$ cat src/rtl/pcie_bar0_regfile_mc.sv
// pcie_bar0_regfile_mc: BAR0 user register file for PCIe PIO accesses.
// Provides NUM_CH DMA descriptor register sets, a W1C interrupt status/mask
// pair and a directed link-change state machine with a cycle timeout.
// Optional build macro DEBUG_REGS_EN adds a 128-bit debug input that is
// readable at offsets 0x30..0x33; without it those offsets read 0.
//
// Handshake: there is no valid/ready pair on the PIO side. wr_en is a
// single-cycle strobe that is always accepted (wr_busy is tied to 0), and
// rd_data reflects rd_addr one clock later with no request signal.
module pcie_bar0_regfile_mc #(
    parameter int          NUM_CH     = 4,
    parameter int          LC_TIMEOUT = 1048576,
    parameter logic [15:0] VERSION    = 16'h0200
) (
    input  logic                   clk,
    input  logic                   sys_rst_n,
    input  logic [13:0]            rd_addr,
    output logic [31:0]            rd_data,
    input  logic [13:0]            wr_addr,
    input  logic [7:0]             wr_be,
    input  logic [31:0]            wr_data,
    input  logic                   wr_en,
    output logic                   wr_busy,
    output logic [NUM_CH*32-1:0]   ch_addrl,
    output logic [NUM_CH*16-1:0]   ch_addrh,
    output logic [NUM_CH*32-1:0]   ch_length,
    output logic [NUM_CH-1:0]      ch_start,
    input  logic [NUM_CH-1:0]      ch_done,
    output logic                   irq,
    input  logic [15:0]            cfg_command,
    input  logic [15:0]            cfg_lcommand,
    input  logic [4:0]             buttons,
`ifdef DEBUG_REGS_EN
    input  logic [127:0]           debug,
`endif
    input  logic                   user_lnk_up,
    input  logic [5:0]             pl_ltssm_state,
    input  logic                   pl_sel_lnk_rate,
    input  logic [1:0]             pl_sel_lnk_width,
    input  logic                   pl_directed_change_done,
    output logic [1:0]             pl_directed_link_change,
    output logic                   pl_directed_link_speed,
    output logic [1:0]             pl_directed_link_width,
    output logic                   pl_directed_link_auton,
    output logic [1:0]             lc_state
);

    localparam int CW = $clog2(LC_TIMEOUT + 1);

    typedef enum logic [1:0] {
        LC_IDLE    = 2'd0,
        LC_WAIT_L0 = 2'd1,
        LC_DIRECT  = 2'd2
    } lc_state_t;

    // Decode
    logic        rd_hit, wr_hit;
    logic [5:0]  rd_off, wr_off;
    logic [3:0]  rd_ch, wr_ch;
    logic        rd_in_ch, wr_in_ch;
    logic [31:0] be_mask;

    assign rd_hit   = (rd_addr[13:12] == 2'b01);
    assign wr_hit   = wr_en && (wr_addr[13:12] == 2'b01);
    assign rd_off   = rd_addr[5:0];
    assign wr_off   = wr_addr[5:0];
    // Channel window is 0x10..0x2F, four dwords per channel
    assign rd_ch    = rd_off[5:2] - 4'd4;
    assign wr_ch    = wr_off[5:2] - 4'd4;
    assign rd_in_ch = (rd_off[5:4] == 2'b01) || (rd_off[5:4] == 2'b10);
    assign wr_in_ch = (wr_off[5:4] == 2'b01) || (wr_off[5:4] == 2'b10);
    assign be_mask  = {{8{wr_be[3]}}, {8{wr_be[2]}}, {8{wr_be[1]}}, {8{wr_be[0]}}};

    // Upper byte enables and the address bits between the BAR select and
    // the register offset carry no meaning for this block.
    logic unused_bits;
    assign unused_bits = ^{wr_be[7:4], wr_addr[11:6], rd_addr[11:6]};

    // Channel state
    logic [31:0]       addrl_q  [NUM_CH];
    logic [15:0]       addrh_q  [NUM_CH];
    logic [31:0]       length_q [NUM_CH];
    logic [NUM_CH-1:0] ch_busy, ch_dn;
    logic [NUM_CH-1:0] ch_wr, start_req, start_acc;
    logic [NUM_CH-1:0] irq_status, irq_mask, w1c;

    // Link state
    lc_state_t   state;
    logic [CW-1:0] lc_cnt;
    logic        timeout_err, lc_busy;
    logic        req_speed;
    logic [1:0]  req_width;
    logic        go, go_diff;

    // Per-channel write select and start acceptance
    always_comb begin
        ch_wr     = '0;
        start_req = '0;
        for (int c = 0; c < NUM_CH; c++) begin
            ch_wr[c]     = wr_hit && wr_in_ch && (wr_ch == 4'(c));
            start_req[c] = ch_wr[c] && (wr_off[1:0] == 2'd3) && wr_be[0] && wr_data[0];
        end
        start_acc = start_req & ~ch_busy;
    end

    // Descriptor registers with byte-lane writes; address/length keep [1:0] at 0
    always_ff @(posedge clk or negedge sys_rst_n) begin
        if (!sys_rst_n) begin
            for (int c = 0; c < NUM_CH; c++) begin
                addrl_q[c]  <= '0;
                addrh_q[c]  <= 16'h0002;
                length_q[c] <= '0;
            end
        end else begin
            for (int c = 0; c < NUM_CH; c++) begin
                if (ch_wr[c]) begin
                    case (wr_off[1:0])
                        2'd0: addrl_q[c] <= ((addrl_q[c] & ~be_mask) | (wr_data & be_mask))
                                            & 32'hFFFF_FFFC;
                        2'd1: addrh_q[c] <= (addrh_q[c] & ~be_mask[15:0])
                                            | (wr_data[15:0] & be_mask[15:0]);
                        2'd2: length_q[c] <= ((length_q[c] & ~be_mask) | (wr_data & be_mask))
                                             & 32'hFFFF_FFFC;
                        default: ;
                    endcase
                end
            end
        end
    end

    // Start pulse, busy and done tracking per channel
    always_ff @(posedge clk or negedge sys_rst_n) begin
        if (!sys_rst_n) begin
            ch_start <= '0;
            ch_busy  <= '0;
            ch_dn    <= '0;
        end else begin
            ch_start <= start_acc;
            for (int c = 0; c < NUM_CH; c++) begin
                if (start_acc[c]) begin
                    ch_busy[c] <= 1'b1;
                    ch_dn[c]   <= 1'b0;
                end else if (ch_done[c]) begin
                    ch_busy[c] <= 1'b0;
                    ch_dn[c]   <= 1'b1;
                end
            end
        end
    end

    assign w1c = (wr_hit && (wr_off == 6'h04))
               ? (wr_data[NUM_CH-1:0] & be_mask[NUM_CH-1:0]) : '0;

    // Interrupt status (W1C, completion set wins) and mask (RW)
    always_ff @(posedge clk or negedge sys_rst_n) begin
        if (!sys_rst_n) begin
            irq_status <= '0;
            irq_mask   <= '0;
        end else begin
            irq_status <= (irq_status & ~w1c) | ch_done;
            if (wr_hit && (wr_off == 6'h05)) begin
                irq_mask <= (irq_mask & ~be_mask[NUM_CH-1:0])
                          | (wr_data[NUM_CH-1:0] & be_mask[NUM_CH-1:0]);
            end
        end
    end

    assign irq = |(irq_status & irq_mask);

    // A go is a LINK write with bit31 set; only acted on while idle
    assign go      = wr_hit && (wr_off == 6'h03) && wr_be[3] && wr_data[31];
    assign go_diff = (wr_data[2] != pl_sel_lnk_rate) || (wr_data[1:0] != pl_sel_lnk_width);
    assign lc_busy = (state != LC_IDLE);
    assign lc_state = state;

    // Directed link change FSM with timeout counter running outside idle
    always_ff @(posedge clk or negedge sys_rst_n) begin
        if (!sys_rst_n) begin
            state                   <= LC_IDLE;
            lc_cnt                  <= '0;
            timeout_err             <= 1'b0;
            req_speed               <= 1'b0;
            req_width               <= 2'b00;
            pl_directed_link_change <= 2'b00;
            pl_directed_link_speed  <= 1'b0;
            pl_directed_link_width  <= 2'b00;
        end else if (state == LC_IDLE) begin
            lc_cnt <= '0;
            if (go) begin
                req_speed <= wr_data[2];
                req_width <= wr_data[1:0];
                if (go_diff) begin
                    timeout_err <= 1'b0;
                    state       <= LC_WAIT_L0;
                end
            end
        end else if (lc_cnt == CW'(LC_TIMEOUT - 1)) begin
            timeout_err             <= 1'b1;
            lc_cnt                  <= '0;
            pl_directed_link_change <= 2'b00;
            pl_directed_link_speed  <= 1'b0;
            pl_directed_link_width  <= 2'b00;
            state                   <= LC_IDLE;
        end else begin
            lc_cnt <= lc_cnt + 1'b1;
            case (state)
                LC_WAIT_L0: begin
                    if (user_lnk_up && (pl_ltssm_state == 6'h16)) begin
                        pl_directed_link_change <= {req_speed != pl_sel_lnk_rate,
                                                    req_width != pl_sel_lnk_width};
                        pl_directed_link_speed  <= req_speed;
                        pl_directed_link_width  <= req_width;
                        state                   <= LC_DIRECT;
                    end
                end
                LC_DIRECT: begin
                    if (pl_directed_change_done || !user_lnk_up) begin
                        pl_directed_link_change <= 2'b00;
                        pl_directed_link_speed  <= 1'b0;
                        pl_directed_link_width  <= 2'b00;
                        state                   <= LC_IDLE;
                    end
                end
                default: state <= LC_IDLE;
            endcase
        end
    end

    // Read mux; channel window and unmapped offsets fall through to 0
    logic [31:0] rd_mux;
    always_comb begin
        rd_mux = '0;
        if (rd_hit) begin
            case (rd_off)
                6'h00: rd_mux = {VERSION, 8'h00, 8'(NUM_CH)};
                6'h01: rd_mux = {27'h0, buttons};
                6'h02: rd_mux = {cfg_command, cfg_lcommand};
                6'h03: rd_mux = {lc_busy, timeout_err, 21'h0, pl_sel_lnk_rate,
                                 pl_sel_lnk_width, pl_ltssm_state};
                6'h04: rd_mux = 32'(irq_status);
                6'h05: rd_mux = 32'(irq_mask);
`ifdef DEBUG_REGS_EN
                6'h30: rd_mux = debug[31:0];
                6'h31: rd_mux = debug[63:32];
                6'h32: rd_mux = debug[95:64];
                6'h33: rd_mux = debug[127:96];
`endif
                default: begin
                    for (int c = 0; c < NUM_CH; c++) begin
                        if (rd_in_ch && (rd_ch == 4'(c))) begin
                            case (rd_off[1:0])
                                2'd0:    rd_mux = addrl_q[c];
                                2'd1:    rd_mux = {16'h0, addrh_q[c]};
                                2'd2:    rd_mux = length_q[c];
                                default: rd_mux = {30'h0, ch_dn[c], ch_busy[c]};
                            endcase
                        end
                    end
                end
            endcase
        end
    end

    // Registered read data, one cycle after rd_addr
    always_ff @(posedge clk or negedge sys_rst_n) begin
        if (!sys_rst_n) rd_data <= '0;
        else            rd_data <= rd_mux;
    end

    for (genvar g = 0; g < NUM_CH; g++) begin : g_flat
        assign ch_addrl[g*32 +: 32]  = addrl_q[g];
        assign ch_addrh[g*16 +: 16]  = addrh_q[g];
        assign ch_length[g*32 +: 32] = length_q[g];
    end

    assign wr_busy                = 1'b0;
    assign pl_directed_link_auton = 1'b0;

endmodule
$ cat config.mk
export PLATFORM = sky130hd
export DESIGN_NAME = pcie_bar0_regfile_mc
export DESIGN_NICKNAME = d
export VERILOG_FILES = /design/src/rtl/pcie_bar0_regfile_mc.sv
export SDC_FILE = /design/constraint.sdc
export NUM_CORES = 1
export LEC_CHECK = 0
export BUFFER_PORTS_ARGS = -buffer_cell sky130_fd_sc_hd__buf_2
export CORE_AREA = 2 2 184 258
export CTS_CLUSTER_DIAMETER = 200
export DETAILED_ROUTE_END_ITERATION = 12
export DIE_AREA = 0 0 186 260
export HOLD_SLACK_MARGIN = 0.08
export PLACE_DENSITY = 0.7
export SLEW_MARGIN = 25
export SYNTH_ARGS = -nofsm -noshare
export SYNTH_HDL_FRONTEND = slang
export SYNTH_SLANG_ARGS = --single-unit
$ cat constraint.sdc
create_clock -name clk -period 2.85 [get_ports clk]
set_clock_uncertainty 0.05 [all_clocks]
set_input_delay 0.1425 -clock clk [delete_from_list [all_inputs] [get_ports clk]]
set_output_delay 0.1425 -clock clk [all_outputs]
set_load 0.01 [all_outputs]
==> metrics.cfg, run 1 <==
[run_status]
status=finished, final reports clean

[synth]
synth-compound-area-share_pct=7.33
ys_top_cells_by_area=dfrtp_1 53%, mux2_2 20%, mux2i_1 6.5%
syn_area_um2=18200
synth_fa_ha_area_share_pct=0.343
ys_dominant_reg_cell=dfrtp_1
synth_cells=1484
ys_seq_area_share_pct=53.3
muxShareOfSynthArea_pct=26.4
synth_top_area_cell=dfrtp_1
synth_edf_count=0
syn-mean-instance-area_um2=12.3
yosys_warnings=0
netlist.area_leader.share_pct=52.7
yosys.area_share.simple_pct=8.56
async_flop_share_pct=100
synth-xor-area-share_pct=1.15
synth_top_family_by_area=multiplexers
synth_seq_cells=388
yosysUniqueCellTypes=70

[power_and_ir_drop]
total_leakage_power_nw=12.5
power_mw=12.1
p_per_area_nw_per_um2=507
peakVddDrop_mv=0.511

[place]
place.port_buffers=454
gp_congestion=0.906
dp.cells=2563
dpl_cell_area_um2=21600
pre_cts_slack_ns=0.353
dp_hpwl_um=47400

[setup_path]
critPathMaxFanout=13
worst_ep_required_time_ns=3.23
arrival_ns=3.03
path_class=input pin to register
slowest_delay_ns=0.55
crit_slowest_cell=dlygate4sd3_1
start_kind=input pin
end_kind=register
path_cells=dlygate4sd3_1 -> buf_2 -> nand2_1 -> or3_1 -> nor3_1 -> nand2_1 -> a21o_1 -> dlygate4sd3_1

[finish]
instances_no_fill=2727
fin_util_pct=51.9
layout_common_cells=452 x buf_2, 384 x dfrtp_1, 322 x mux2_2
area_delta_synth_final_pct=31.0
num-nets-final=2204
design_area_um2=23900
layout-drive-gt1-share_pct=46.8
final_common_cell=buf_2

[die]
initial_core_util_pct=39.6
die_h_um=260
core_area_um2=46000
fp-row-count=93
die_x_um=186
dieArea_um2=48400
num_io_pins=489

[hold_path]
hold_class=input pin to register

[grt]
overflow=0
antenna_found_initial=4
grt_first_pass_wirelength_um=96500
gr-usage-all-layers_pct=26.6
grt_max_degree=87
grt_pass1_vias=15500

[timing]
worstMarginPinSlew_ns=0.760
period_needed_ns=2.65
finalCritPeriodShare_pct=93.1
setup_slack_ns=0.197
finalSetupViolCount=0
fmax_ghz=0.377
holdWs_ns=0.110
slew_headroom_pct=49.3
slew_violations=0
setup_tns_ns=0
hold_viol_final=0
rsz0062_at_grt=false

[cts]
htreeDepth=2
cts-root-buf=clkbuf_16
cts_tree=yes
cts_resized=0
clkLatencyLatePin_ns=0.55
cts_sinks=388
numCtsBuffers=40
cts_buffer_depth=3
clk_pin_slew_ns=0.06

[routing]
first_pass_iters=5
wl_per_cell_um=24.0
via_per_inst=5.49
route.detailed.drc=0
vias=15000
ant_nets=0
drt-total-wl_um=65400
drt-initial-drc-count=937

[run]
cap_violations=0

## routing by layer
layer  wire (um)  part of all wire [%]  GRT usage [%]  vias to the layer above
li1            -                     -              -                     6525
met3        4530                   6.9           5.63                      194
met4        3880                   5.9           15.2                        6
met5          41                 0.063              0                        -
met1       24700                    38           31.1                     7565
met2       32200                    49           45.1                      682
## synth_stat cells, types with 3 or more instances
master and instances:
mux2_2 322, dfstp_2 4, o211ai_1 16, nand2b_1 8, o2111ai_1 3, nand3_1 20, inv_1 17, o21ai_0 35
o31a_1 3, buf_2 20, ha_1 5, nor3_2 6, a211oi_1 21, a21oi_1 53, nand4_1 8, buf_1 9
nor2b_1 11, xnor2_1 12, dfrtp_1 384, nor4_1 4, nand4b_1 5, a22oi_1 8, xor2_1 12, nor2_2 32
and3_1 9, mux2i_1 118, o41ai_1 5, o22ai_1 28, buf_4 20, a21o_1 5, nor2_1 97, nor3_1 15
a22o_2 4, nand2_1 70, a221oi_1 6, clkbuf_1 45
## final timing paths
check	from	to	slack, ns	depth (start not counted)
max in group asynchronous	sys_rst_n	async pin	1.61	3
setup / recovery	wr_addr[2]	irq_status[1]$_DFF_PN0_	0.20	8
hold / removal	pl_ltssm_state[3]	lc_state[0]$_DFFE_PN0P_	0.11	4
setup reg to reg	register	rd_data[0]$_DFF_PN0_	0.61	6
min in group asynchronous	sys_rst_n	async pin	0.15	2
hold reg to reg	lc_cnt[0]$_DFF_PN0_	lc_cnt[0]$_DFF_PN0_	0.44	1
## critical path, delay by kind of cell
kind                   cells  cell delay, ns
AOI/OAI and AO/OA          1            0.19
buffers and inverters      3            1.43
and+or+nand+nor            4            1.27
## power breakdown
part	total [mW]	switching (mW)	internal, mW
clock network	5.46	2.24	3.22
registers	5.65	0.0615	5.59
logic	1.00	0.622	0.379
## cell type report
type | instances | area [um^2]
timing repair buffer | 627 | 3870
multi-input combinational | 1002 | 8060
antenna | 3 | 7.51
sequential | 388 | 9710
fill | 4005 | 22100
tap | 617 | 772
inverter | 17 | 63.8
clock buffer | 60 | 1250
clock inverter | 13 | 135
## cell families after synthesis
group | count (synthesis)
flops | 388
xor+xnor | 24
buf+inv | 111
fa+ha+maj | 5
other cells | 1
simple gates | 309
compound gates | 205
mux | 441
## repair_timing
item,CTS,global route
setup buffers,0,0
endpoints found under the hold margin,426,0
hold buffers,88,0
Power figures use the tool's default switching activity.
==> run 2, diff against run 1 <==
- ABC_AREA: default -> 1
- CORE_AREA: 2 2 184 258 -> 2 2 185 260
- DIE_AREA: 0 0 186 260 -> 0 0 187 262
==> run 2 against run 1 <==
Combinational power up 22%. Cell count rose by 32%. Design area rose by 0.78%. Utilization shrank 0.41 points. Worst setup slack got worse by 0.016 ns. Power is 5.1% higher. Wire length is 14% higher. Register-to-register slack barely moved. Synthesized area increased by 1.7%. Hold slack worse by 0.062 ns. Die area grew 1.3%. Via count increased by 29%. Largest cell class unchanged.
==> metrics.cfg, run 2 <==
[run_status]
status=finished, final reports clean

[finish]
area_delta_synth_final_pct=29.8
fill_cells=4406  ; +10%
layout_common_cells=883 x nand2_1, 453 x buf_2, 384 x dfrtp_1
layout-drive-gt1-share_pct=20.3  ; -27 points
final_common_cell=nand2_1
num-nets-final=3073  ; +39%

[die]
core_area_um2=46700  ; +1.6%
initial_core_util_pct=39.7  ; +0.045 points
num_io_pins=489  ; unchanged
die_h_um=262  ; +0.77%
die_x_um=187  ; +0.54%
dieArea_um2=49000  ; +1.3%
fp-row-count=94  ; +1.1%

[routing]
drt-total-wl_um=74800  ; +14%
first_pass_iters=6  ; +1
wl_per_cell_um=20.8  ; -13%
vias=19300  ; +29%
via_per_inst=5.36  ; -2.4%
route.detailed.drc=0  ; unchanged
drt-initial-drc-count=1941  ; +110%
ant_nets=0  ; unchanged

[synth]
syn-mean-instance-area_um2=7.68  ; -37%
synth_seq_cells=388  ; unchanged
netlist.area_leader.share_pct=51.9  ; -0.88 points
syn_area_um2=18500  ; +1.7%
ys_seq_area_share_pct=52.4  ; -0.89 points
synth_cells=2413  ; +63%
synth.most_common_cell=nand2_1
ys_top_cells_by_area=dfrtp_1 52%, nand2_1 18%, o21ai_0 9.1%
ys_dominant_reg_cell=dfrtp_1
async_flop_share_pct=100  ; unchanged
yosysUniqueCellTypes=34  ; -51%
synth_top_area_cell=dfrtp_1
synth_edf_count=0  ; unchanged
ys_top_cells_by_count=883 x nand2_1, 384 x dfrtp_1, 337 x o21ai_0
yosys_warnings=0  ; unchanged

[timing]
finalSetupViolCount=0  ; unchanged
fmax_ghz=0.375  ; -0.59%
rsz0062_at_grt=false
period_needed_ns=2.67  ; +0.0156 ns
slew_headroom_pct=41.5  ; -7.8 points
worstMarginPinSlew_ns=0.876  ; +0.116 ns
holdWs_ns=0.0477  ; -0.0623 ns
setup_tns_ns=0  ; unchanged
hold_viol_final=0  ; unchanged
setup_slack_ns=0.181  ; -0.0156 ns
slew_violations=0  ; unchanged
finalCritPeriodShare_pct=93.6  ; +0.55 points

[cts]
cts_sinks=388  ; unchanged
cts-root-buf=clkbuf_16
cts_buffer_depth=3  ; unchanged
numCtsBuffers=41  ; +2.5%
clkLatencyLatePin_ns=0.56  ; about the same
htreeDepth=2  ; unchanged
clk_pin_slew_ns=0.06  ; about the same
cts_tree=yes

[grt]
antenna_found_initial=4  ; unchanged
overflow=0  ; unchanged
grt_pass1_vias=19000  ; +23%
gr-usage-all-layers_pct=29.8  ; +3.2 points
grt_first_pass_wirelength_um=112000  ; +16%
grt_max_degree=90  ; +3.4%

[power_and_ir_drop]
peakVddDrop_mv=0.493  ; -3.5%
p_per_area_nw_per_um2=529  ; +4.3%
total_leakage_power_nw=12.4  ; -0.71%

[setup_path]
worst_ep_required_time_ns=3.28  ; +0.05 ns
end_kind=register
start_kind=input pin
crit_slowest_cell=dlygate4sd3_1
path_class=input pin to register
arrival_ns=3.10  ; +0.07 ns
path_cells=buf_2 -> buf_4 -> inv_1 -> nand2_1 -> nor2_1 -> nand2_1 -> nand2_1 -> dlygate4sd3_1 -> nor2_1 -> dlygate4sd3_1 -> nand2_1 -> nand2_1 -> a21oi_1
critPathMaxFanout=16  ; +3
crit_top_cell=nand2_1
worst-path-buf-inv=5  ; +2
slowest_delay_ns=0.58  ; +0.03 ns
crit_family=buffers and inverters

[hold_path]
hold_class=input pin to async pin

[place]
dp_hpwl_um=53400  ; +13%
place.port_buffers=454  ; unchanged
gp_congestion=0.935  ; +3.2%
pre_cts_slack_ns=0.451  ; +0.0982 ns

[run]
cap_violations=0  ; unchanged

run 2: cell count changes after synthesis, moves of 24 or more:
| cell | previous run | this run |
|---|---|---|
| nor2_1 | 97 | 144 |
| clkbuf_1 | 45 | 80 |
| a21oi_1 | 53 | 101 |
| mux2i_1 | 118 | 0 |
| nand3_1 | 20 | 178 |
| mux2_2 | 322 | 0 |
| inv_1 | 17 | 157 |
| o22ai_1 | 28 | 2 |
| nor2_2 | 32 | 8 |
| o21ai_0 | 35 | 337 |
| nand2_1 | 70 | 883 |
run 2: repair_timing:
action	CTS	global route
setup endpoints to repair	0	2
hold endpoints to repair	568	0
resized for setup	0	0
hold buffers	105	0
setup buffers	0	2
run 2: area by class of cell:
| type | instances | area (um^2) | share of cell area [%] |
|---|---|---|---|
| Sequential cell | 388 | 9710 | 40.4 |
| Multi-Input combinational cell | 1738 | 7650 | 31.8 |
| Timing Repair Buffer | 614 | 3870 | 16.1 |
| Clock buffer | 60 | 1220 | 5.07 |
| Tap cell | 624 | 781 | 3.25 |
| Inverter | 162 | 608 | 2.53 |
| Clock inverter | 15 | 213 | 0.884 |
| Antenna cell | 1 | 2.50 | 0.0104 |
run 2: final timing paths:
check | slack, ns | end | cells past startpoint | from
worst max-delay path | 0.18 | rd_data[2]$_DFF_PN0_ | 13 | rd_addr[1]
worst min-delay path | 0.05 | async pin | 2 | sys_rst_n
worst max register to register | 0.61 | lc_state[1]$_DFFE_PN0P_ | 9 | lc_cnt[0]$_DFF_PN0_
worst min register to register | 0.42 | pl_directed_link_width[1]$_DFFE_PN0P_ | 2 | pl_directed_link_width[1]$_DFFE_PN0P_
max in group asynchronous | 1.67 | async pin | 3 | sys_rst_n
min in group clk | 0.11 | rd_data[2]$_DFF_PN0_ | 6 | rd_addr[12]
run 2: routing by layer:
layer  global-route usage [%]  part of all wire [%]  vias to the layer above
met5                        0                 0.036                        -
met1                     36.3                    38                     9143
li1                         -                     -                     8763
met4                     18.7                   6.4                        4
met3                     5.22                   8.0                      263
met2                     49.4                    48                     1133
run 2: cells by family after synthesis:
family / after synthesis / synth area share (%)
adders and majority gates: 5 / 0.338
AOI/OAI and AO/OA: 452 / 12.3
buffers and inverters: 304 / 6.88
and+or+nand+nor: 1245 / 27.2
DFF: 388 / 52.4
xor gates and xnor gates: 18 / 0.851
other: 1 / 0.0202
run 2: metrics by stage:
stage	std cells	power (mW)	utilization [%]	cell area, um^2
finish	3602	12.7	51.5	24100
global placement	3419	6.89	46.2	21600
global route	3602	13.1	51.5	24100
detailed placement	3419	6.91	46.2	21600
floorplan	2430	6.31	-	18600
CTS	3599	12.7	51.5	24000
run 2: where the power goes:
group / switching (mW) / leakage [nW] / total [mW] / internal [mW]
sequential: 0.0911 / 5.29 / 5.71 / 5.62
clock: 2.36 / 0.702 / 5.79 / 3.43
combinational: 0.830 / 6.38 / 1.22 / 0.394
total: 3.28 / 12.4 / 12.7 / 9.45
